===== config.mk =====
export PLATFORM = sky130hd
export DESIGN_NAME = rtl_bias_sequencer_flat
export DESIGN_NICKNAME = d
export VERILOG_FILES = /design/src/rtl/rtl_bias_sequencer_if.sv /design/src/rtl/rtl_bias_sequencer.sv /design/src/flat_wrapper.sv
export SDC_FILE = /design/constraint.sdc
export NUM_CORES = 1
export LEC_CHECK = 0
export BUFFER_PORTS_ARGS = -buffer_cell sky130_fd_sc_hd__buf_2
export CAP_MARGIN = 0
export CORE_MARGIN = 5
export CORE_UTILIZATION = 55
export DETAILED_ROUTE_END_ITERATION = 16
export GPL_TIMING_DRIVEN = 0
export PLACE_DENSITY_LB_ADDON = 0.15
export SYNTH_ARGS = -nofsm -noshare
export SYNTH_HDL_FRONTEND = slang
export SYNTH_SLANG_ARGS = --single-unit

===== constraint.sdc =====
create_clock -name ap_clk -period 7.51 [get_ports ap_clk]
set_input_delay 0.3755 -clock ap_clk [delete_from_list [all_inputs] [get_ports ap_clk]]
set_output_delay 0.3755 -clock ap_clk [all_outputs]
set_load 0.1 [all_outputs]

===== src/rtl/rtl_bias_sequencer_if.sv =====
`default_nettype none
// ============================================================================
// Module   : rtl_bias_sequencer_if
// Brief    : Bundles the load, operand, PE, result and status signals of rtl_bias_sequencer.
//            Optional BIAS_READBACK_EN adds rd_addr/rd_data.
// Revision : 1.0 - initial release
// ============================================================================
interface rtl_bias_sequencer_if #(
    parameter int DATA_W  = 16,
    parameter int NEURONS = 8,
    parameter int IDX_W   = $clog2(NEURONS)
);
    logic              ld_valid;
    logic [DATA_W-1:0] ld_data;
    logic              ld_ready;
    logic              start;
    logic              start_training;
    logic [DATA_W-1:0] start_eta;
    logic              in_valid;
    logic [DATA_W-1:0] in_sum;
    logic [DATA_W-1:0] in_delta;
    logic              in_ready;
    logic              pe_ce;
    logic [DATA_W-1:0] pe_sum_in;
    logic [DATA_W-1:0] pe_delta_k;
    logic [DATA_W-1:0] pe_init_bias;
    logic [DATA_W-1:0] pe_eta;
    logic [DATA_W-1:0] pe_training;
    logic [DATA_W-1:0] pe_net_sum;
    logic [DATA_W-1:0] pe_bias_change;
    logic              out_valid;
    logic [DATA_W-1:0] out_data;
    logic [IDX_W-1:0]  out_idx;
    logic              out_ready;
    logic              busy;
    logic              done;
`ifdef BIAS_READBACK_EN
    logic [IDX_W-1:0]  rd_addr;
    logic [DATA_W-1:0] rd_data;

    modport slave (
        input  ld_valid, ld_data, start, start_training, start_eta,
               in_valid, in_sum, in_delta, pe_net_sum, pe_bias_change,
               out_ready, rd_addr,
        output ld_ready, in_ready, pe_ce, pe_sum_in, pe_delta_k, pe_init_bias,
               pe_eta, pe_training, out_valid, out_data, out_idx, busy, done,
               rd_data
    );
    modport master (
        output ld_valid, ld_data, start, start_training, start_eta,
               in_valid, in_sum, in_delta, pe_net_sum, pe_bias_change,
               out_ready, rd_addr,
        input  ld_ready, in_ready, pe_ce, pe_sum_in, pe_delta_k, pe_init_bias,
               pe_eta, pe_training, out_valid, out_data, out_idx, busy, done,
               rd_data
    );
`else
    modport slave (
        input  ld_valid, ld_data, start, start_training, start_eta,
               in_valid, in_sum, in_delta, pe_net_sum, pe_bias_change,
               out_ready,
        output ld_ready, in_ready, pe_ce, pe_sum_in, pe_delta_k, pe_init_bias,
               pe_eta, pe_training, out_valid, out_data, out_idx, busy, done
    );
    modport master (
        output ld_valid, ld_data, start, start_training, start_eta,
               in_valid, in_sum, in_delta, pe_net_sum, pe_bias_change,
               out_ready,
        input  ld_ready, in_ready, pe_ce, pe_sum_in, pe_delta_k, pe_init_bias,
               pe_eta, pe_training, out_valid, out_data, out_idx, busy, done
    );
`endif
endinterface
`default_nettype wire


===== src/rtl/rtl_bias_sequencer.sv =====
`default_nettype none
// ============================================================================
// Module   : rtl_bias_sequencer
// Brief    : Bias memory, operand driver and result collector for rtl_bias_pe.
//            Optional BIAS_READBACK_EN adds a registered bias readback port.
// Revision : 1.0 - initial release
// ============================================================================
module rtl_bias_sequencer #(
    parameter int DATA_W  = 16,
    parameter int NEURONS = 8,
    parameter int IDX_W   = $clog2(NEURONS)
) (
    input  wire logic           ap_clk,
    input  wire logic           ap_rst,
    rtl_bias_sequencer_if.slave bus
);
    localparam logic [IDX_W-1:0] c_last  = IDX_W'(NEURONS - 1);
    localparam logic [IDX_W:0]   c_count = (IDX_W + 1)'(NEURONS);

    typedef enum logic [1:0] {
        S_IDLE = 2'd0,
        S_LOAD = 2'd1,
        S_RUN  = 2'd2,
        S_DONE = 2'd3
    } state_t;

    state_t            r_state;
    logic [DATA_W-1:0] r_mem [NEURONS];
    logic [IDX_W-1:0]  r_ld_ptr;
    logic [IDX_W-1:0]  r_res_ptr;
    logic [IDX_W:0]    r_iss_ptr;
    logic              r_pending;
    logic              r_training;
    logic [DATA_W-1:0] r_eta;
    logic              r_ld_ready;
    logic              r_busy;
    logic              r_done;

    logic w_in_ready;
    logic w_pe_ce;
    logic w_xfer;
    logic w_ld_wr;
    logic w_wb_wr;

    // A new operand may enter while the previous result is leaving this cycle.
    assign w_in_ready = (r_state == S_RUN) && (r_iss_ptr < c_count)
                        && (!r_pending || bus.out_ready);
    assign w_pe_ce    = bus.in_valid && w_in_ready;
    assign w_xfer     = (r_state == S_RUN) && r_pending && bus.out_ready;
    assign w_ld_wr    = bus.ld_valid && ((r_state == S_IDLE) || (r_state == S_LOAD));
    assign w_wb_wr    = w_xfer && r_training;

    assign bus.ld_ready     = r_ld_ready;
    assign bus.in_ready     = w_in_ready;
    assign bus.pe_ce        = w_pe_ce;
    assign bus.pe_sum_in    = bus.in_sum;
    assign bus.pe_delta_k   = bus.in_delta;
    assign bus.pe_init_bias = r_mem[r_iss_ptr[IDX_W-1:0]];
    assign bus.pe_eta       = r_eta;
    assign bus.pe_training  = {{(DATA_W-1){1'b0}}, r_training};
    assign bus.out_valid    = r_pending;
    assign bus.out_data     = bus.pe_net_sum;
    assign bus.out_idx      = r_res_ptr;
    assign bus.busy         = r_busy;
    assign bus.done         = r_done;

    // Bias storage is deliberately not reset so trained values survive ap_rst.
    always_ff @(posedge ap_clk) begin
        if (!ap_rst) begin
            if (w_ld_wr) begin
                r_mem[r_ld_ptr] <= bus.ld_data;
            end else if (w_wb_wr) begin
                r_mem[r_res_ptr] <= bus.pe_bias_change;
            end
        end
    end

    always_ff @(posedge ap_clk) begin
        if (ap_rst) begin
            r_state    <= S_IDLE;
            r_ld_ptr   <= '0;
            r_res_ptr  <= '0;
            r_iss_ptr  <= '0;
            r_pending  <= 1'b0;
            r_training <= 1'b0;
            r_eta      <= '0;
            r_ld_ready <= 1'b1;
            r_busy     <= 1'b0;
            r_done     <= 1'b0;
        end else begin
            case (r_state)
                S_IDLE: begin
                    if (bus.ld_valid) begin
                        r_state  <= S_LOAD;
                        r_ld_ptr <= IDX_W'(1);
                        r_busy   <= 1'b1;
                    end else if (bus.start) begin
                        r_state    <= S_RUN;
                        r_eta      <= bus.start_eta;
                        r_training <= bus.start_training;
                        r_iss_ptr  <= '0;
                        r_res_ptr  <= '0;
                        r_ld_ready <= 1'b0;
                        r_busy     <= 1'b1;
                    end
                end
                S_LOAD: begin
                    if (bus.ld_valid) begin
                        if (r_ld_ptr == c_last) begin
                            r_state  <= S_IDLE;
                            r_ld_ptr <= '0;
                            r_busy   <= 1'b0;
                        end else begin
                            r_ld_ptr <= r_ld_ptr + 1'b1;
                        end
                    end
                end
                S_RUN: begin
                    if (w_pe_ce) begin
                        r_iss_ptr <= r_iss_ptr + 1'b1;
                    end
                    if (w_xfer) begin
                        r_pending <= w_pe_ce;
                        if (r_res_ptr == c_last) begin
                            r_state   <= S_DONE;
                            r_res_ptr <= '0;
                            r_iss_ptr <= '0;
                            r_busy    <= 1'b0;
                            r_done    <= 1'b1;
                        end else begin
                            r_res_ptr <= r_res_ptr + 1'b1;
                        end
                    end else if (w_pe_ce) begin
                        r_pending <= 1'b1;
                    end
                end
                S_DONE: begin
                    r_state    <= S_IDLE;
                    r_done     <= 1'b0;
                    r_ld_ready <= 1'b1;
                end
                default: begin
                    r_state <= S_IDLE;
                end
            endcase
        end
    end

`ifdef BIAS_READBACK_EN
    logic [DATA_W-1:0] r_rd_data;

    always_ff @(posedge ap_clk) begin
        if (ap_rst) begin
            r_rd_data <= '0;
        end else begin
            r_rd_data <= r_mem[bus.rd_addr];
        end
    end

    assign bus.rd_data = r_rd_data;
`endif

endmodule
`default_nettype wire

===== src/flat_wrapper.sv =====
// flat-port wrapper written by rule: the top's interface ports become plain ports
module rtl_bias_sequencer_flat 
#(
    parameter int DATA_W  = 16,
    parameter int NEURONS = 8,
    parameter int IDX_W   = $clog2(NEURONS)
)
  (ap_clk, ap_rst, bus_ld_valid, bus_ld_data, bus_start, bus_start_training, bus_start_eta, bus_in_valid, bus_in_sum, bus_in_delta, bus_pe_net_sum, bus_pe_bias_change, bus_out_ready, bus_ld_ready, bus_in_ready, bus_pe_ce, bus_pe_sum_in, bus_pe_delta_k, bus_pe_init_bias, bus_pe_eta, bus_pe_training, bus_out_valid, bus_out_data, bus_out_idx, bus_busy, bus_done);
  rtl_bias_sequencer_if #(.DATA_W(DATA_W), .NEURONS(NEURONS), .IDX_W(IDX_W)) bus_i ();
  input  wire logic ap_clk;
  input  wire logic ap_rst;
  input wire logic [$bits(bus_i.ld_valid)-1:0] bus_ld_valid;
  input wire logic [$bits(bus_i.ld_data)-1:0] bus_ld_data;
  input wire logic [$bits(bus_i.start)-1:0] bus_start;
  input wire logic [$bits(bus_i.start_training)-1:0] bus_start_training;
  input wire logic [$bits(bus_i.start_eta)-1:0] bus_start_eta;
  input wire logic [$bits(bus_i.in_valid)-1:0] bus_in_valid;
  input wire logic [$bits(bus_i.in_sum)-1:0] bus_in_sum;
  input wire logic [$bits(bus_i.in_delta)-1:0] bus_in_delta;
  input wire logic [$bits(bus_i.pe_net_sum)-1:0] bus_pe_net_sum;
  input wire logic [$bits(bus_i.pe_bias_change)-1:0] bus_pe_bias_change;
  input wire logic [$bits(bus_i.out_ready)-1:0] bus_out_ready;
  output wire logic [$bits(bus_i.ld_ready)-1:0] bus_ld_ready;
  output wire logic [$bits(bus_i.in_ready)-1:0] bus_in_ready;
  output wire logic [$bits(bus_i.pe_ce)-1:0] bus_pe_ce;
  output wire logic [$bits(bus_i.pe_sum_in)-1:0] bus_pe_sum_in;
  output wire logic [$bits(bus_i.pe_delta_k)-1:0] bus_pe_delta_k;
  output wire logic [$bits(bus_i.pe_init_bias)-1:0] bus_pe_init_bias;
  output wire logic [$bits(bus_i.pe_eta)-1:0] bus_pe_eta;
  output wire logic [$bits(bus_i.pe_training)-1:0] bus_pe_training;
  output wire logic [$bits(bus_i.out_valid)-1:0] bus_out_valid;
  output wire logic [$bits(bus_i.out_data)-1:0] bus_out_data;
  output wire logic [$bits(bus_i.out_idx)-1:0] bus_out_idx;
  output wire logic [$bits(bus_i.busy)-1:0] bus_busy;
  output wire logic [$bits(bus_i.done)-1:0] bus_done;
  assign bus_i.ld_valid = bus_ld_valid;
  assign bus_i.ld_data = bus_ld_data;
  assign bus_i.start = bus_start;
  assign bus_i.start_training = bus_start_training;
  assign bus_i.start_eta = bus_start_eta;
  assign bus_i.in_valid = bus_in_valid;
  assign bus_i.in_sum = bus_in_sum;
  assign bus_i.in_delta = bus_in_delta;
  assign bus_i.pe_net_sum = bus_pe_net_sum;
  assign bus_i.pe_bias_change = bus_pe_bias_change;
  assign bus_i.out_ready = bus_out_ready;
  assign bus_ld_ready = bus_i.ld_ready;
  assign bus_in_ready = bus_i.in_ready;
  assign bus_pe_ce = bus_i.pe_ce;
  assign bus_pe_sum_in = bus_i.pe_sum_in;
  assign bus_pe_delta_k = bus_i.pe_delta_k;
  assign bus_pe_init_bias = bus_i.pe_init_bias;
  assign bus_pe_eta = bus_i.pe_eta;
  assign bus_pe_training = bus_i.pe_training;
  assign bus_out_valid = bus_i.out_valid;
  assign bus_out_data = bus_i.out_data;
  assign bus_out_idx = bus_i.out_idx;
  assign bus_busy = bus_i.busy;
  assign bus_done = bus_i.done;
  rtl_bias_sequencer #(.DATA_W(DATA_W), .NEURONS(NEURONS), .IDX_W(IDX_W)) u_core (.ap_clk(ap_clk), .ap_rst(ap_rst), .bus(bus_i));
endmodule

==> metrics.md <==
| Metric | Value |
|---|---|
| Initial antenna violation count | 0 |
| RR Startpoint | u_core.r_state[0]$_SDFFE_PP0P_ |
| Final Cycle Share | 40.30% |
| FFs w/ async S/R, synth | 0% |
| Clock Tree Buf Depth | 2 |
| CP startpoint | u_core.r_state[0]$_SDFFE_PP0P_ |
| Max_cap viols | 0 |
| Post-CTS Setup Inserts | 0 |
| Ys Warns | 0 |
| FILL cells | 867 |
| Worst hold path class | input port to flip-flop |
| Worst-Margin Slew | around 0.84 ns |
| Synth top area share | 53.76% |
| Detailed placement HPWL | 10.93 mm |
| CP Launch Type | flip-flop |
| Initial Util | 56.42% |
| Routed Antenna Nets | 0 |
| Total CTS buffers | 17 |
| ANT cells | 0 |
| Worst hold margin | 0.1939 ns |
| CTS H-tree lvls | 4 |
| WL final | 14.99 mm |
| Required @ worst endpoint | roughly 7.6 ns |
| Ports | 208 |
| Mean Syn Cell Area | 14.99 um^2 |
| Clock-pin slew of the registers on the worst-case setup and hold paths | 0.06 ns |
| Die extent in x | 124.0 um |
| Top post-synthesis cells by count | edfxtp_1 (128), buf_4 (66), nand2_1 (47) |
| Area leader, netlist | edfxtp_1 |
| EDFF count, synth | 128 |
| Post-cts resize count | 0 |
| Final setup viols | 0 |
| Hold_sp | bus_start_eta[4] |
| Skew-Pair Late Insertion Delay | between 0.4 and 0.5 ns |
| Max-slew violation count | 0 |
| Status | complete, no violations |
| DIE HEIGHT | around 120 um |
| VDD IR max | 0.2117 mV |
| Hold Buf Count CTS | 0 |
| Worst clock skew | 0.01213 ns |
| Worst Setup Path Type | flip-flop to flip-flop |
| Fmax achieved | 330.4 MHz |
| Flops & latches, synth | 164 |
| Cell Pwr Density | around 290 nW/um^2 |
| Register area share after synthesis | a little under two thirds |
| Routed vias/inst | 5.224 |
| Fin Setup TNS | 0 ns |
| WP buf/inv | 4 |
| RSZ-0062 raised after global routing | no |
| CTS tree | built |
| Leak | 0.003420 uW |
| Synth cell types | 46 |
| Reg-to-reg slack, setup | roughly 4.5 ns |
| Drt drc | 0 |
| Via count of the routed design | 4425 |
| Fin. Hold Viols | 0 |
| WP data arrival | 3.15 ns |
| PnR Total Power | 2585 uW |
| Port Buffers | 144 |
| Rows | 41 |
| Multi-input logic area | ~2100 um^2 |
| Post-layout util | 70.05% |
| Synthesis-to-finish area growth | 24.15% |
| Kind of end point of the critical path | flip-flop |
| NumNets Final | 774 |
| Top-count cell post-synth | edfxtp_1 |
| CP delay by family, top | simple AND/OR/NAND/NOR gates |
| Grt ovf | 0 |
| DR iter-0 viols | 230 |
| Max_slew headroom | 44.17% |
| CTS sink count | 164 |
| Final critical-path required period | 3.026 ns |
| Reg area | 4564 um^2 |
| Drt pass-1 iters | 4 |
| DR WL/cell | 17.70 um |
| Placer's final routability congestion estimate | 0.7770 |
| Mapped Cells | 477 |
| Synthesized area | between 7000 and 8000 um^2 |
| First-pass GRT wire length | approximately 23 mm |
| GRT Util Overall | 20.24% |
| Area of the core | ~13000 um^2 |
| CP max stage delay | 0.46 ns |
| Slowest CP cell | nor2_2 |
| Layout cell share with drive strength beyond 1 | 48.30% |
| Primary FF master, synth | edfxtp_1 |
| Total die area | 15380 um^2 |
| Pin count of the biggest net entering global routing | 17 |
| CP max FO | 10 |
| Root buf cell | clkbuf_16 |
| Worst path cell trace | inv_1, ha_1, buf_2, nand4_1, nor3_1, buf_4, mux2_1, nor2_2, buf_8 |
| Via count of the first global-routing pass | 4683 |
| Top cells by area, synth | edfxtp_1 (54%), dfxtp_1 (10%), mux4_2 (10%) |
[registers in the layout, summed over array words and instances, names as in the netlist, named ones only]
register,flops
u_core.r_mem,128
u_core.bus.pe_eta,16
u_core.r_iss_ptr,4
u_core.bus.out_idx,3
u_core.r_ld_ptr,3
u_core.r_state,2
u_core.bus.busy,1
u_core.bus.done,1
u_core.bus.ld_ready,1
u_core.bus.out_valid,1
u_core.r_training,1
[path summary, 6_finish.rpt]
| path | endpoint | cells past startpoint |
|---|---|---|
| setup / recovery | u_core.r_mem[6][11]$_DFFE_PP_ | 9 |
| hold / removal | u_core.bus.pe_eta[4]$_SDFFE_PP0P_ | 3 |
| setup reg to reg | u_core.r_mem[6][11]$_DFFE_PP_ | 9 |
| hold reg to reg | u_core.bus.pe_eta[6]$_SDFFE_PP0P_ | 2 |
[worst min-delay path: stages]
cell and delay, ns:
buf_2 0.09, nand2_1 0.05, a21oi_1 0.05
[per-layer routing]
metal  GRT usage (%)  vias up  share of wire, %
li1                -     2067                 -
met1           25.14     2165                40
met2           34.64      174                52
met3           5.904       19               6.6
met4           5.886        0               1.1
met5               0        -                 0
[cells by family (layout without fill, tap and decap cells)]
kind of cell    after synthesis  count (layout)  synth area share [%]
flops                       164             164                 63.84
simple gates                 93              93                 5.933
buf+inv                      92             276                 8.471
mux                          70              70                 15.98
compound gates               47              47                 4.025
fa+ha+maj                     9               9                 1.575
other cells                   1              15               0.05245
xor+xnor                      1               1                0.1225
[stage by stage]
stage	area [um^2]	setup WS, ns	cells
floorplan	7202	4.050	491
global placement	8138	3.804	807
detailed placement	8263	4.435	815
CTS	8876	4.437	847
global route	8876	4.245	847
finish	8876	4.484	847
[report_power, final]
part / leakage [uW] / internal (uW) / total [uW] / switching, uW
clock: 0.000285 / 553 / 889 / 336
combinational: 0.00169 / 156 / 654 / 498
sequential: 0.00145 / 1020 / 1040 / 20.5
[area by class of cell]
class / instances / share of cell area (%)
buffer: 85 / 6.527
timing repair buffer: 152 / 9.304
tap: 172 / 2.425
inverter: 7 / 0.2960
multi-input combinational: 235 / 23.12
sequential: 164 / 51.42
clock buffer: 18 / 4.835
clock inverter: 14 / 2.072
[layout by cell type, fill, tap and decap left out, types with 2 or more instances in the layout]
master / instances
nor2_1: 13
dfxtp_1: 36
o21ai_0: 5
conb_1: 15
buf_4: 66
clkinvlp_4: 4
nand2_1: 47
mux2i_1: 5
ha_1: 9
a22oi_1: 2
nor2b_1: 6
a21o_1: 2
nor3_1: 2
clkbuf_1: 13
nand2b_1: 4
a21oi_1: 26
buf_1: 2
a32oi_1: 2
nor2_2: 8
clkinv_1: 3
clkbuf_16: 17
nand3_1: 3
buf_8: 4
mux2_2: 32
bufinv_16: 4
inv_1: 7
mux4_2: 32
edfxtp_1: 128
buf_2: 148
buf_6: 5
(Power assumes the default switching activity.)
